$ cat config.mk
export PLATFORM = sky130hd
export DESIGN_NAME = pipeline_control
export DESIGN_NICKNAME = d
export VERILOG_FILES = /design/src/rtl/pipeline_control.sv
export SDC_FILE = /design/constraint.sdc
export NUM_CORES = 1
export LEC_CHECK = 0
export BUFFER_PORTS_ARGS = -buffer_cell sky130_fd_sc_hd__buf_2
export CORE_MARGIN = 5
export CORE_UTILIZATION = 51
export CTS_BUF_LIST = sky130_fd_sc_hd__clkbuf_4 sky130_fd_sc_hd__clkbuf_8
export CTS_CLUSTER_SIZE = 12
export DETAILED_ROUTE_END_ITERATION = 7
export MAX_ROUTING_LAYER = met4
export PLACE_DENSITY_LB_ADDON = 0.3
export SLEW_MARGIN = 20
export SYNTH_ARGS = -nofsm -noshare
export SYNTH_HDL_FRONTEND = slang
export SYNTH_SLANG_ARGS = --single-unit
$ cat constraint.sdc
create_clock -name clock -period 1.8 [get_ports clock]
set_input_delay 0.27 -clock clock [delete_from_list [all_inputs] [get_ports clock]]
set_output_delay 0.27 -clock clock [all_outputs]
set_load 0.1 [all_outputs]
$ cat src/rtl/pipeline_control.sv
// pipeline_control: hazard arbitration for a five-stage pipeline.
// Ports:
//   clock, reset            rising-edge clock, asynchronous active-high reset
//   fw_if_id_stall          load-use stall request
//   ex_branch_taken         branch/jump resolved taken in Execute
//   mem_req, mem_ack        data access in progress / completed this cycle
//   pc_en .. mem_wb_en      load enables for PC and pipeline registers
//   if_id_flush             NOP into IF/ID
//   id_ex_bubble            NOP into ID/EX
//   ctrl_state              registered decision (RUN=0 LOADUSE=1 MEMWAIT=2 FLUSH=3)
//   stall_cycles            saturating count of freeze and load-use cycles
//   flush_count             saturating count of branch flushes
//   mem_timeout             sticky flag after MEM_TIMEOUT consecutive freeze cycles
module pipeline_control #(
   parameter int CNT_W       = 16,
   parameter int MEM_TIMEOUT = 255
) (
   input  logic             clock,
   input  logic             reset,
   input  logic             fw_if_id_stall,
   input  logic             ex_branch_taken,
   input  logic             mem_req,
   input  logic             mem_ack,
   output logic             pc_en,
   output logic             if_id_en,
   output logic             id_ex_en,
   output logic             ex_mem_en,
   output logic             mem_wb_en,
   output logic             if_id_flush,
   output logic             id_ex_bubble,
   output logic [1:0]       ctrl_state,
   output logic [CNT_W-1:0] stall_cycles,
   output logic [CNT_W-1:0] flush_count,
   output logic             mem_timeout
);
   typedef enum logic [1:0] {RUN = 2'd0, LOADUSE = 2'd1, MEMWAIT = 2'd2, FLUSH = 2'd3} state_t;
   localparam int WT_W = MEM_TIMEOUT < 2 ? 1 : $clog2(MEM_TIMEOUT + 1);
   localparam logic [WT_W-1:0] WT_MAX = WT_W'(MEM_TIMEOUT);
   state_t state, next;
   logic [WT_W-1:0] wait_cnt, wait_next;
   // The decision is purely combinational; the state register only records it.
   // Outputs are gated by reset so they read 0 immediately on assertion.
   always_comb begin
      next = mem_req && !mem_ack ? MEMWAIT : ex_branch_taken ? FLUSH : fw_if_id_stall ? LOADUSE : RUN;
      wait_next = next != MEMWAIT ? '0 : wait_cnt == WT_MAX ? wait_cnt : wait_cnt + 1'b1;
      pc_en = !reset && (next == RUN || next == FLUSH);
      if_id_en = !reset && (next == RUN || next == FLUSH);
      id_ex_en = !reset && next != MEMWAIT;
      ex_mem_en = !reset && next != MEMWAIT;
      mem_wb_en = !reset && next != MEMWAIT;
      if_id_flush = !reset && next == FLUSH;
      id_ex_bubble = !reset && (next == FLUSH || next == LOADUSE);
   end
   always_ff @(posedge clock or posedge reset)
      if (reset) state <= RUN;
      else state <= next;
   assign ctrl_state = state;
   always_ff @(posedge clock or posedge reset)
      if (reset) begin
         stall_cycles <= '0;
         flush_count <= '0;
         wait_cnt <= '0;
         mem_timeout <= 1'b0;
      end else begin
         if ((next == LOADUSE || next == MEMWAIT) && stall_cycles != '1) stall_cycles <= stall_cycles + 1'b1;
         if (next == FLUSH && flush_count != '1) flush_count <= flush_count + 1'b1;
         wait_cnt <= wait_next;
         if (next == MEMWAIT && wait_next == WT_MAX) mem_timeout <= 1'b1;
      end
endmodule

# Word-level counts from Yosys, hierarchy flattened
# Index checks and enable logic that the tools add are counted.
# totals
memories,0
out_inout_bits,42
ff_bits,43
latch_bits,0
elab_cells,35
ramBits,0
rom_bits,0
# classes
n_eq_ne,8
mul,0
bitwise_logic,0
reduce_logical,14
add_sub_neg,3
n_mux,5
order_cmp,0
n_div,0
shifts,0
# ops
cell,count
$add A16 B1 Y16 const B,2
$ne A16 B16 Y1 const B,2
$eq A8 B8 Y1 const B,2
$mux W8,2
$add A8 B1 Y8 const B,1
$logic_and A1 B1 Y1,8
$eq A2 B2 Y1 const B,2
$mux W2,2
$logic_or A1 B1 Y1,3
$eq A2 B1 Y1 const B,1
$logic_not A1 Y1,2
$logic_not A2 Y1,1
$ne A2 B2 Y1 const B,1
$mux W1,1

# Longest topological paths before layout
# Gate-level depths: netlist of run 1.
# logic_depth
word_depth,7
ltp_mapped,9
ltp_nobuf,8

# Worst setup path after synthesis of run 1
# Ideal clock, no wire load.
# synth_path
path_kind,input to output
from,input port mem_ack
to,output port pc_en
slack_ps,-1230
arrival_ps,2760
path_buffers,1
stages,6
cell_sequence,nand2b_1 o21ai_0 inv_1 ha_1 nor2_1 buf_4
# synth_between
elab_chain_cells,6
elab_cells_between_ends,7
cone_classes,1 x eq/ne; 1 x mux; 5 x reduce/logical
# synth_rtl
item,line,source
"start, declared",23,"input logic mem_ack,"
$logic_not A1 Y1 *,44,next = mem_req && !mem_ack ? MEMWAIT : ex_branch_taken ? FLUSH : fw_if_id_stall ? LOADUSE : RUN;
$logic_and A1 B1 Y1 *,44,
$mux W2 *,44,
named net next[0],39,"state_t state, next;"
$eq A2 B2 Y1 / $logic_not A2 Y1 (equally long branches),n/a,
$logic_or A1 B1 Y1 *,n/a,
$logic_and A1 B1 Y1 *,n/a,
"end, declared",24,"output logic pc_en,"
# Mark *: on every way through the listed nets, which the timed path passes. The rest lies on a longest branch.

# Worst setup path after layout of run 1
# layout_path
from,input port mem_ack
to,output port mem_wb_en
# layout_between
elab_chain_cells,5
# layout_rtl
item,line,source
$logic_not A1 Y1,44,
$logic_and A1 B1 Y1,44,
$mux W2,44,
$ne A2 B2 Y1,50,mem_wb_en = !reset && next != MEMWAIT;
$logic_and A1 B1 Y1,50,
"end, declared",28,"output logic mem_wb_en,"
# Every way passes these cells.

==> results of run 1 <==
## critical path, cell delays in order
cell      delay [ns]
buf_2           0.08
nand2b_4        0.11
o21ai_2         0.07
buf_4           0.14
ha_1            0.20
buf_4           0.16
nor2_4          0.22
buf_12          0.21
## logic make-up after synthesis
family | after synthesis
DFF | 43
and+or+nand+nor | 81
xor gates and xnor gates | 30
AOI/OAI and AO/OA | 31
muxes | 4
buffers and inverters | 15
adders and majority gates | 5
## flip-flops by register name (all words and copies together), names as in the netlist
register	cells
ctrl_state	2
flush_count	16
stall_cycles	16
mem_timeout	1
wait_cnt	8
## power by group
part           leakage (nW)  switching, mW  internal [mW]  total (mW)
Combinational         0.846           1.48          0.413        1.89
Clock                0.0581          0.348          0.413       0.761
Sequential            0.515          0.231           1.19        1.42
Total                  1.42           2.06           2.01        4.07
## metal layers
| metal | GRT usage, % | vias to the layer above | routed length (um) |
|---|---|---|---|
| li1 | - | 918 | - |
| met1 | 26.4 | 927 | 2300 |
| met2 | 28.9 | 71 | 2570 |
| met3 | 4.85 | 7 | 297 |
| met4 | 5.07 | 0 | 66 |
| met5 | - | - | 0 |
## what timing repair did
item                                    4_1_cts  5_1_grt
pin swaps                                     1        1
setup buffers                                 1        0
gates resized for setup                       1        3
endpoints found under the setup margin        5        6
## Yosys cell counts, types with 3 or more instances
| cell | n |
|---|---|
| dfrtp_1 | 43 |
| xor2_1 | 16 |
| xnor2_1 | 14 |
| nor2_1 | 13 |
| nand2_1 | 11 |
| nand4_1 | 10 |
| nor3_1 | 9 |
| nand3_1 | 8 |
| inv_1 | 7 |
| ha_1 | 5 |
| nor4_1 | 5 |
| o21ai_0 | 5 |
| a31oi_1 | 4 |
| and3_1 | 4 |
| and4_1 | 4 |
| buf_4 | 4 |
| o2111ai_1 | 4 |
| a211oi_1 | 3 |
| a21oi_1 | 3 |
| mux2_1 | 3 |
| nand2b_1 | 3 |
## metrics by stage
stage / setup slack (ns) / cell area [um2]
after floorplan: -0.235 / 2490
after global placement: -0.101 / 3010
after detailed placement: -0.188 / 3010
after CTS: 0.0217 / 3130
after global routing: -0.000951 / 3140
final: 0.0584 / 3140
## layout make-up
cell class	count	area share, %
clock buffer	5	2.19
multi-input combinational	151	38.8
timing repair buffer	75	17.5
sequential	43	37.0
clock inverter	3	1.39
inverter	8	0.956
tap	52	2.07
## how the worst min path moves through the flow
stage | startpoint | end | slack (ns) | depth (start not counted)
after detailed placement | reset | stall_cycles[10]$_DFFE_PP0P_ | 0.44 | 3
after floorplan | ex_branch_taken | ctrl_state[1]$_DFF_PP0_ | 0.48 | 1
final | reset | stall_cycles[10]$_DFFE_PP0P_ | 0.12 | 3
after global placement | reset | stall_cycles[2]$_DFFE_PP0P_ | 0.43 | 3
after CTS | reset | stall_cycles[8]$_DFFE_PP0P_ | 0.12 | 3
after global routing | reset | stall_cycles[10]$_DFFE_PP0P_ | 0.16 | 3
==> flow_metrics.py, run 1 <==
metrics = {
    "outcome": {
        "outcome": "completed",
    },
    "floorplanning": {
        "die_area_um2": 5840,
        "rows": 24,
        "core_um2": 4320,
        "top_level_ports": 48,
        "die_h_um": 76.5,
        "start_util_pct": 52.1,
        "dieWidth_um": 76.5,
    },
    "layout": {
        "fin_util_pct": 72.7,
        "n_antenna_cell": 0,
        "drive_gt1_share_pct": 48.8,
        "final_common_cell": "buf_2",
        "finalNetCount": 295,
        "n_fill_cell": 307,
        "instances_no_fill": 337,
        "multi_input_area_um2": 1220,
        "syn_to_final_growth_pct": 39.5,
        "layout_common_cells": "buf_2 (40), buf_4 (28), dfrtp_4 (19)",
        "seq_area_um2": 1160,
    },
    "sta": {
        "worst_pin_slew_ns": 0.492,
        "setup_viol": 0,
        "fmax_mhz": 574,
        "fin_worst_skew_ns": 0.00773,
        "hold_ws_ns": 0.119,
        "min_period_ns": 1.74,
        "finalHoldViolCount": 0,
        "setup-tns-final_ns": 0,
        "drv_slew": 0,
        "min_period_over_period_pct": 96.8,
        "slew_headroom_pct": 67.4,
    },
    "global_route": {
        "grt_pass1_vias": 1906,
        "grt_pass1_wl_um": 9110,
        "grt_max_degree": 19,
        "antenna_found_initial": 0,
        "grt_util_all_layers_pct": 19.4,
        "grt.overflow.total": 0,
    },
    "synthesis": {
        "synth_top_family_by_area": "simple AND/OR/NAND/NOR gates",
        "yosys.area_share.simple_pct": 21.8,
        "synth_edf_count": 0,
        "yosys.area_share.xor_xnor_pct": 11.7,
        "synth_mux_area_share_pct": 1.94,
        "ys_seq_area_share_pct": 47.8,
        "yosysWarningCount": 0,
        "synth_compound_area_share_pct": 10.4,
        "syn_area_per_cell_um2": 10.8,
        "synth.top_cell.area_share_pct": 47.8,
        "yosysTopAreaCell": "dfrtp_1",
        "synthArstFlopShare_pct": 100,
        "synth_nets": 220,
        "ys.flop_type": "dfrtp_1",
        "ys_seq_elements": 43,
        "synthAdderAreaFrac_pct": 2.78,
        "syn-instance-count": 209,
        "netlist_area_um2": 2250,
        "synth_area_leaders": "dfrtp_1 (48%), xor2_1 (6.2%), xnor2_1 (5.4%), ha_1 (2.8%), nand4_1 (2.8%)",
        "synth_cell_types": 46,
    },
    "power_and_ir_drop": {
        "power.density_nw_per_um2": 1300,
        "power_leakage_nw": 1.42,
        "power_mw": 4.07,
        "ir_drop_mv": 1.25,
    },
    "routing": {
        "ant_nets": 0,
        "vias": 1923,
        "first_pass_iters": 4,
        "drt-initial-drc-count": 73,
        "drt-total-wl_um": 5230,
        "drc": 0,
        "viasPerCell": 5.71,
        "wl_per_cell_um": 15.5,
    },
    "clock_tree": {
        "clock_path_buffers": 2,
        "cts_tree": "built",
        "numCtsBuffers": 5,
        "hold_buffers": 0,
        "cts_root_buf": "clkbuf_8",
        "htreeDepth": 2,
        "clock_sinks": 43,
        "path_clk_slew_ns": 0.09,
        "clkLatencyLatePin_ns": 0.30,
    },
    "place": {
        "dp_cells": 328,
        "io_buffers": 47,
        "dp_hpwl_um": 3980,
        "gp_routability_congestion": 0.932,
    },
    "critical_path": {
        "crit_arrival_ns": 1.47,
        "path_class": "in2out",
        "crit_path_max_fanout": 4,
        "cp.required_ns": 1.53,
        "reg2reg_to": "flush_count[2]$_DFFE_PP0P_",
        "crit_path_end": "mem_wb_en",
        "end_kind": "output port",
        "startpoint": "mem_ack",
        "cp-start-kind": "input port",
        "r2r_cells": 6,
        "reg2reg_from": "flush_count[0]$_DFFE_PP0P_",
        "r2r_setup_slack_ns": 0.10,
    },
    "worst_hold_path": {
        "hp-class": "in2async",
    },
    "run": {
        "drv_cap": 0,
    },
}
No activity file was read; power rests on OpenSTA's default activity.
==> inputs of run 2 (changes only) <==
--- a/config.mk
+++ b/config.mk
@@ -6,6 +6,7 @@
 export NUM_CORES = 1
 export LEC_CHECK = 0
 export BUFFER_PORTS_ARGS = -buffer_cell sky130_fd_sc_hd__buf_2
+export CORE_ASPECT_RATIO = 0.6
 export CORE_MARGIN = 5
 export CORE_UTILIZATION = 51
 export CTS_BUF_LIST = sky130_fd_sc_hd__clkbuf_4 sky130_fd_sc_hd__clkbuf_8
==> flow_metrics.py, run 2 (same netlist as run 1, synthesis figures left out) <==
metrics = {
    "floorplanning": {
        "rows": 18,
        "dieWidth_um": 95.8,
        "die_area_um2": 5890,
        "top_level_ports": 48,
        "core_um2": 4190,
        "start_util_pct": 53.8,
        "die_h_um": 61.5,
    },
    "power_and_ir_drop": {
        "power.density_nw_per_um2": 1280,
        "power_mw": 3.98,
        "power_leakage_nw": 1.39,
        "ir_drop_mv": 1.02,
    },
    "layout": {
        "drive_gt1_share_pct": 48.1,
        "n_fill_cell": 295,
        "syn_to_final_growth_pct": 37.7,
        "final_common_cell": "buf_2",
        "n_antenna_cell": 0,
        "fin_util_pct": 74.0,
        "design_area_um2": 3100,
        "layout_common_cells": "buf_2 (41), buf_4 (26), dfrtp_4 (19)",
        "finalNetCount": 293,
        "largestRegisters": "flush_count x16, stall_cycles x16, wait_cnt x8",
    },
    "routing": {
        "wl_per_cell_um": 17.3,
        "ant_nets": 0,
        "vias": 1980,
        "drt-initial-drc-count": 101,
        "viasPerCell": 5.77,
        "drc": 0,
        "drt-total-wl_um": 5930,
        "first_pass_iters": 4,
    },
    "run": {
        "drv_cap": 0,
    },
    "clock_tree": {
        "htreeDepth": 2,
        "cts_root_buf": "clkbuf_8",
        "cts_tree": "built",
        "clock_path_buffers": 2,
        "numCtsBuffers": 5,
        "clkLatencyLatePin_ns": 0.30,
        "clock_sinks": 43,
        "path_clk_slew_ns": 0.10,
    },
    "place": {
        "placed_area_um2": 3000,
        "dp_hpwl_um": 4470,
        "dp_slack_ns": -0.144,
        "io_buffers": 47,
        "gp_routability_congestion": 0.916,
    },
    "sta": {
        "rsz0062_at_grt": "no",
        "fin_worst_skew_ns": 0.0126,
        "min_period_ns": 1.75,
        "min_period_over_period_pct": 96.9,
        "fmax_mhz": 573,
        "worst_slack_ns": 0.0550,
        "worst_pin_slew_ns": 0.494,
        "finalHoldViolCount": 0,
        "slew_headroom_pct": 67.3,
        "drv_slew": 0,
        "setup_viol": 0,
        "hold_ws_ns": 0.0787,
    },
    "critical_path": {
        "end_kind": "output port",
        "crit_path_max_fanout": 4,
        "r2r_setup_slack_ns": 0.09,
        "path_class": "in2out",
        "r2r_cells": 5,
        "crit_arrival_ns": 1.48,
        "cp-start-kind": "input port",
        "cp.required_ns": 1.53,
        "reg2reg_from": "wait_cnt[4]$_DFF_PP0_",
        "reg2reg_to": "mem_timeout$_DFFE_PP0P_",
    },
    "global_route": {
        "grt_max_degree": 32,
        "grt_util_all_layers_pct": 22.7,
        "grt.overflow.total": 0,
        "grt_pass1_vias": 1981,
        "grt_pass1_wl_um": 9850,
        "antenna_found_initial": 0,
    },
    "worst_hold_path": {
        "hp-class": "in2async",
    },
    "outcome": {
        "outcome": "completed",
    },
}
run 2: routing by layer:
metal,vias up,global-route usage (%),share of wire (%)
li1,915,-,-
met1,961,30.8,47
met2,91,35.0,45
met3,13,4.03,6.3
met4,0,7.49,1.9
met5,-,-,0
run 2: final cells by class:
| class | count | area (um2) | area share, % |
|---|---|---|---|
| Sequential cell | 43 | 1160 | 37.5 |
| Multi-Input combinational cell | 151 | 1220 | 39.3 |
| Clock buffer | 5 | 68.8 | 2.22 |
| Inverter | 8 | 30.0 | 0.968 |
| Clock inverter | 3 | 25.0 | 0.807 |
| Tap cell | 60 | 75.1 | 2.42 |
| Timing Repair Buffer | 73 | 520 | 16.8 |
run 2: what timing repair did:
| item | 4_1_cts | 5_1_grt |
|---|---|---|
| hold endpoints to repair | 0 | 0 |
| setup endpoints to repair | 2 | 3 |
| gates resized for setup | 1 | 2 |
| setup buffers | 0 | 0 |
| pin swaps | 1 | 0 |
| hold buffers | 0 | 0 |
run 2: worst max-delay path by stage:
stage | start | to | slack, ns | depth (start not counted)
finish | mem_ack | pc_en | 0.05 | 8
global route | wait_cnt[4]$_DFF_PP0_ | mem_timeout$_DFFE_PP0P_ | 0.007 | 5
CTS | mem_ack | pc_en | 0.03 | 8
detailed placement | mem_ack | stall_cycles[13]$_DFFE_PP0P_ | -0.14 | 9
global placement | mem_ack | stall_cycles[13]$_DFFE_PP0P_ | -0.04 | 9
floorplan | mem_ack | id_ex_bubble | -0.23 | 3
run 2: per-stage QoR:
step	TNS, ns	cells
final	0	343
after CTS	0	343
after detailed placement	-1.16	335
after global placement	-0.142	335
after global routing	0	343
after floorplan	-0.911	209
run 2: critical path, stage by stage:
cell,delay [ns]
buf_2,0.09
nand2b_1,0.16
o21ai_2,0.08
inv_1,0.10
ha_4,0.26
buf_4,0.16
nor2_4,0.14
buf_12,0.19
run 2: report_power, final:
part,internal [mW],switching [mW]
clock network,0.278,0.361
logic,0.406,1.50
registers,1.19,0.247
total,1.87,2.11
==> inputs of run 3 (changes only) <==
--- a/config.mk
+++ b/config.mk
@@ -8,7 +8,7 @@
 export BUFFER_PORTS_ARGS = -buffer_cell sky130_fd_sc_hd__buf_2
 export CORE_ASPECT_RATIO = 0.6
 export CORE_MARGIN = 5
-export CORE_UTILIZATION = 51
+export CORE_UTILIZATION = 40
 export CTS_BUF_LIST = sky130_fd_sc_hd__clkbuf_4 sky130_fd_sc_hd__clkbuf_8
 export CTS_CLUSTER_SIZE = 12
 export DETAILED_ROUTE_END_ITERATION = 7
==> flow_metrics.py, run 3 (same netlist as run 1, synthesis figures left out) <==
metrics = {
    "outcome": {
        "outcome": "completed",
    },
    "power_and_ir_drop": {
        "power_mw": 3.94,
        "power_leakage_nw": 1.41,
        "ir_drop_mv": 0.938,
        "power.density_nw_per_um2": 1260,
        "pwr-share-clk_pct": 16.0,
        "swShare_pct": 51.9,
        "switchingPower_mw": 2.04,
        "seqPwrFrac_pct": 36.1,
        "p_comb_share_pct": 47.9,
        "p_int_mw": 1.90,
    },
    "floorplanning": {
        "start_util_pct": 40.8,
        "die_area_um2": 7280,
        "dieWidth_um": 107,
        "core_um2": 5520,
        "top_level_ports": 48,
        "rows": 21,
        "die_h_um": 68.1,
    },
    "place": {
        "dp_slack_ns": -0.180,
        "io_buffers": 47,
        "gp_routability_congestion": 1.01,
        "dp_hpwl_um": 4220,
    },
    "sta": {
        "worst_pin_slew_ns": 0.496,
        "drv_slew": 0,
        "min_period_over_period_pct": 95.6,
        "fin_worst_skew_ns": 0.00691,
        "min_period_ns": 1.72,
        "slew_headroom_pct": 67.1,
        "setup_viol": 0,
        "hold_ws_ns": 0.0704,
        "rsz0062_at_grt": "yes",
        "worst_slack_ns": 0.0789,
        "fmax_mhz": 581,
        "finalHoldViolCount": 0,
    },
    "routing": {
        "viasPerCell": 5.39,
        "first_pass_iters": 4,
        "wl_met2_um": 2250,
        "drt-total-wl_um": 5500,
        "vias": 1908,
        "met1_length_um": 2820,
        "ant_nets": 0,
        "drc": 0,
        "dr_wl_met3_um": 363,
        "wl_per_cell_um": 15.5,
        "drt-initial-drc-count": 99,
        "highest-signal-layer": "met4",
    },
    "global_route": {
        "grt_util_all_layers_pct": 17.0,
        "grt_max_degree": 32,
        "grt_pass1_vias": 1849,
        "grt.overflow.total": 0,
        "grt_pass1_wl_um": 9330,
        "antenna_found_initial": 0,
    },
    "clock_tree": {
        "cts_root_buf": "clkbuf_8",
        "numCtsBuffers": 5,
        "cts_tree": "built",
        "clock_sinks": 43,
        "path_clk_slew_ns": 0.08,
        "htreeDepth": 2,
        "clock_path_buffers": 2,
        "clkLatencyLatePin_ns": 0.30,
    },
    "critical_path": {
        "cp.required_ns": 1.53,
        "crit_path_max_fanout": 4,
        "path_class": "in2out",
        "cp-start-kind": "input port",
        "end_kind": "output port",
        "crit_arrival_ns": 1.45,
    },
    "worst_hold_path": {
        "hp-class": "in2async",
    },
    "layout": {
        "final_common_cell": "buf_2",
        "n_fill_cell": 471,
        "layout_common_cells": "buf_2 (41), buf_4 (28), dfrtp_4 (19)",
        "largestRegisters": "flush_count x16, stall_cycles x16, wait_cnt x8",
        "n_antenna_cell": 0,
        "syn_to_final_growth_pct": 39.3,
        "drive_gt1_share_pct": 49.5,
        "fin_util_pct": 56.8,
        "finalNetCount": 295,
    },
    "run": {
        "drv_cap": 0,
    },
}
-- run 3: power groups by stage --
| stage | logic [mW] | registers [mW] | clock network [mW] |
|---|---|---|---|
| 2_1_floorplan | 0.483 | 2.47 | 0 |
| 3_3_place_gp | 1.87 | 1.44 | 0 |
| 3_5_place_dp | 1.89 | 1.44 | 0 |
| 4_1_cts | 1.89 | 1.42 | 0.653 |
| 5_1_grt | 1.97 | 1.46 | 0.683 |
| 6_report | 1.89 | 1.42 | 0.630 |
-- run 3: cell type report --
type,instances,area (um2),area share (%)
multi-input combinational,151,1230,39.3
sequential,43,1160,37.1
timing repair buffer,75,536,17.1
tap,69,86.3,2.75
clock buffer,7,83.8,2.67
inverter,8,30.0,0.957
clock inverter,1,5.00,0.160
-- run 3: worst max-delay path, cell delays in order --
cell      delay [ns]
buf_2           0.09
nand2b_4        0.14
o21ai_2         0.08
inv_2           0.07
ha_4            0.25
buf_4           0.16
nor2_4          0.18
buf_12          0.20
-- run 3: path summary, 6_finish.rpt --
path,from,endpoint,slack [ns],depth (start not counted)
max in group asynchronous,reset,stall_cycles[4]$_DFFE_PP0P_,1.31,3
hold / removal,reset,flush_count[3]$_DFFE_PP0P_,0.07,3
hold reg to reg,mem_timeout$_DFFE_PP0P_,mem_timeout$_DFFE_PP0P_,0.47,1
setup reg to reg,wait_cnt[0]$_DFF_PP0_,mem_timeout$_DFFE_PP0P_,0.09,6
setup / recovery,mem_ack,pc_en,0.08,8
min in group clock,ex_branch_taken,ctrl_state[1]$_DFF_PP0_,0.35,3
-- run 3: repair_timing --
action,4_1_cts,5_1_grt
pin swaps,1,1
hold buffers,0,0
setup endpoints to repair,2,8
gates resized for setup,1,5
buffers inserted,0,1
-- run 3: stage by stage --
stage	cells	area (um2)	setup TNS (ns)
final	354	3140	0
after global routing	354	3140	-0.0157
after CTS	353	3110	0
after detailed placement	345	3020	-1.46
after global placement	345	3020	-1.24
after floorplan	209	2490	-0.911
-- run 3: routing by layer --
layer	global-route usage [%]	vias up
li1	-	918
met1	25.4	913
met2	22.6	71
met3	3.86	6
met4	4.94	0
met5	-	-
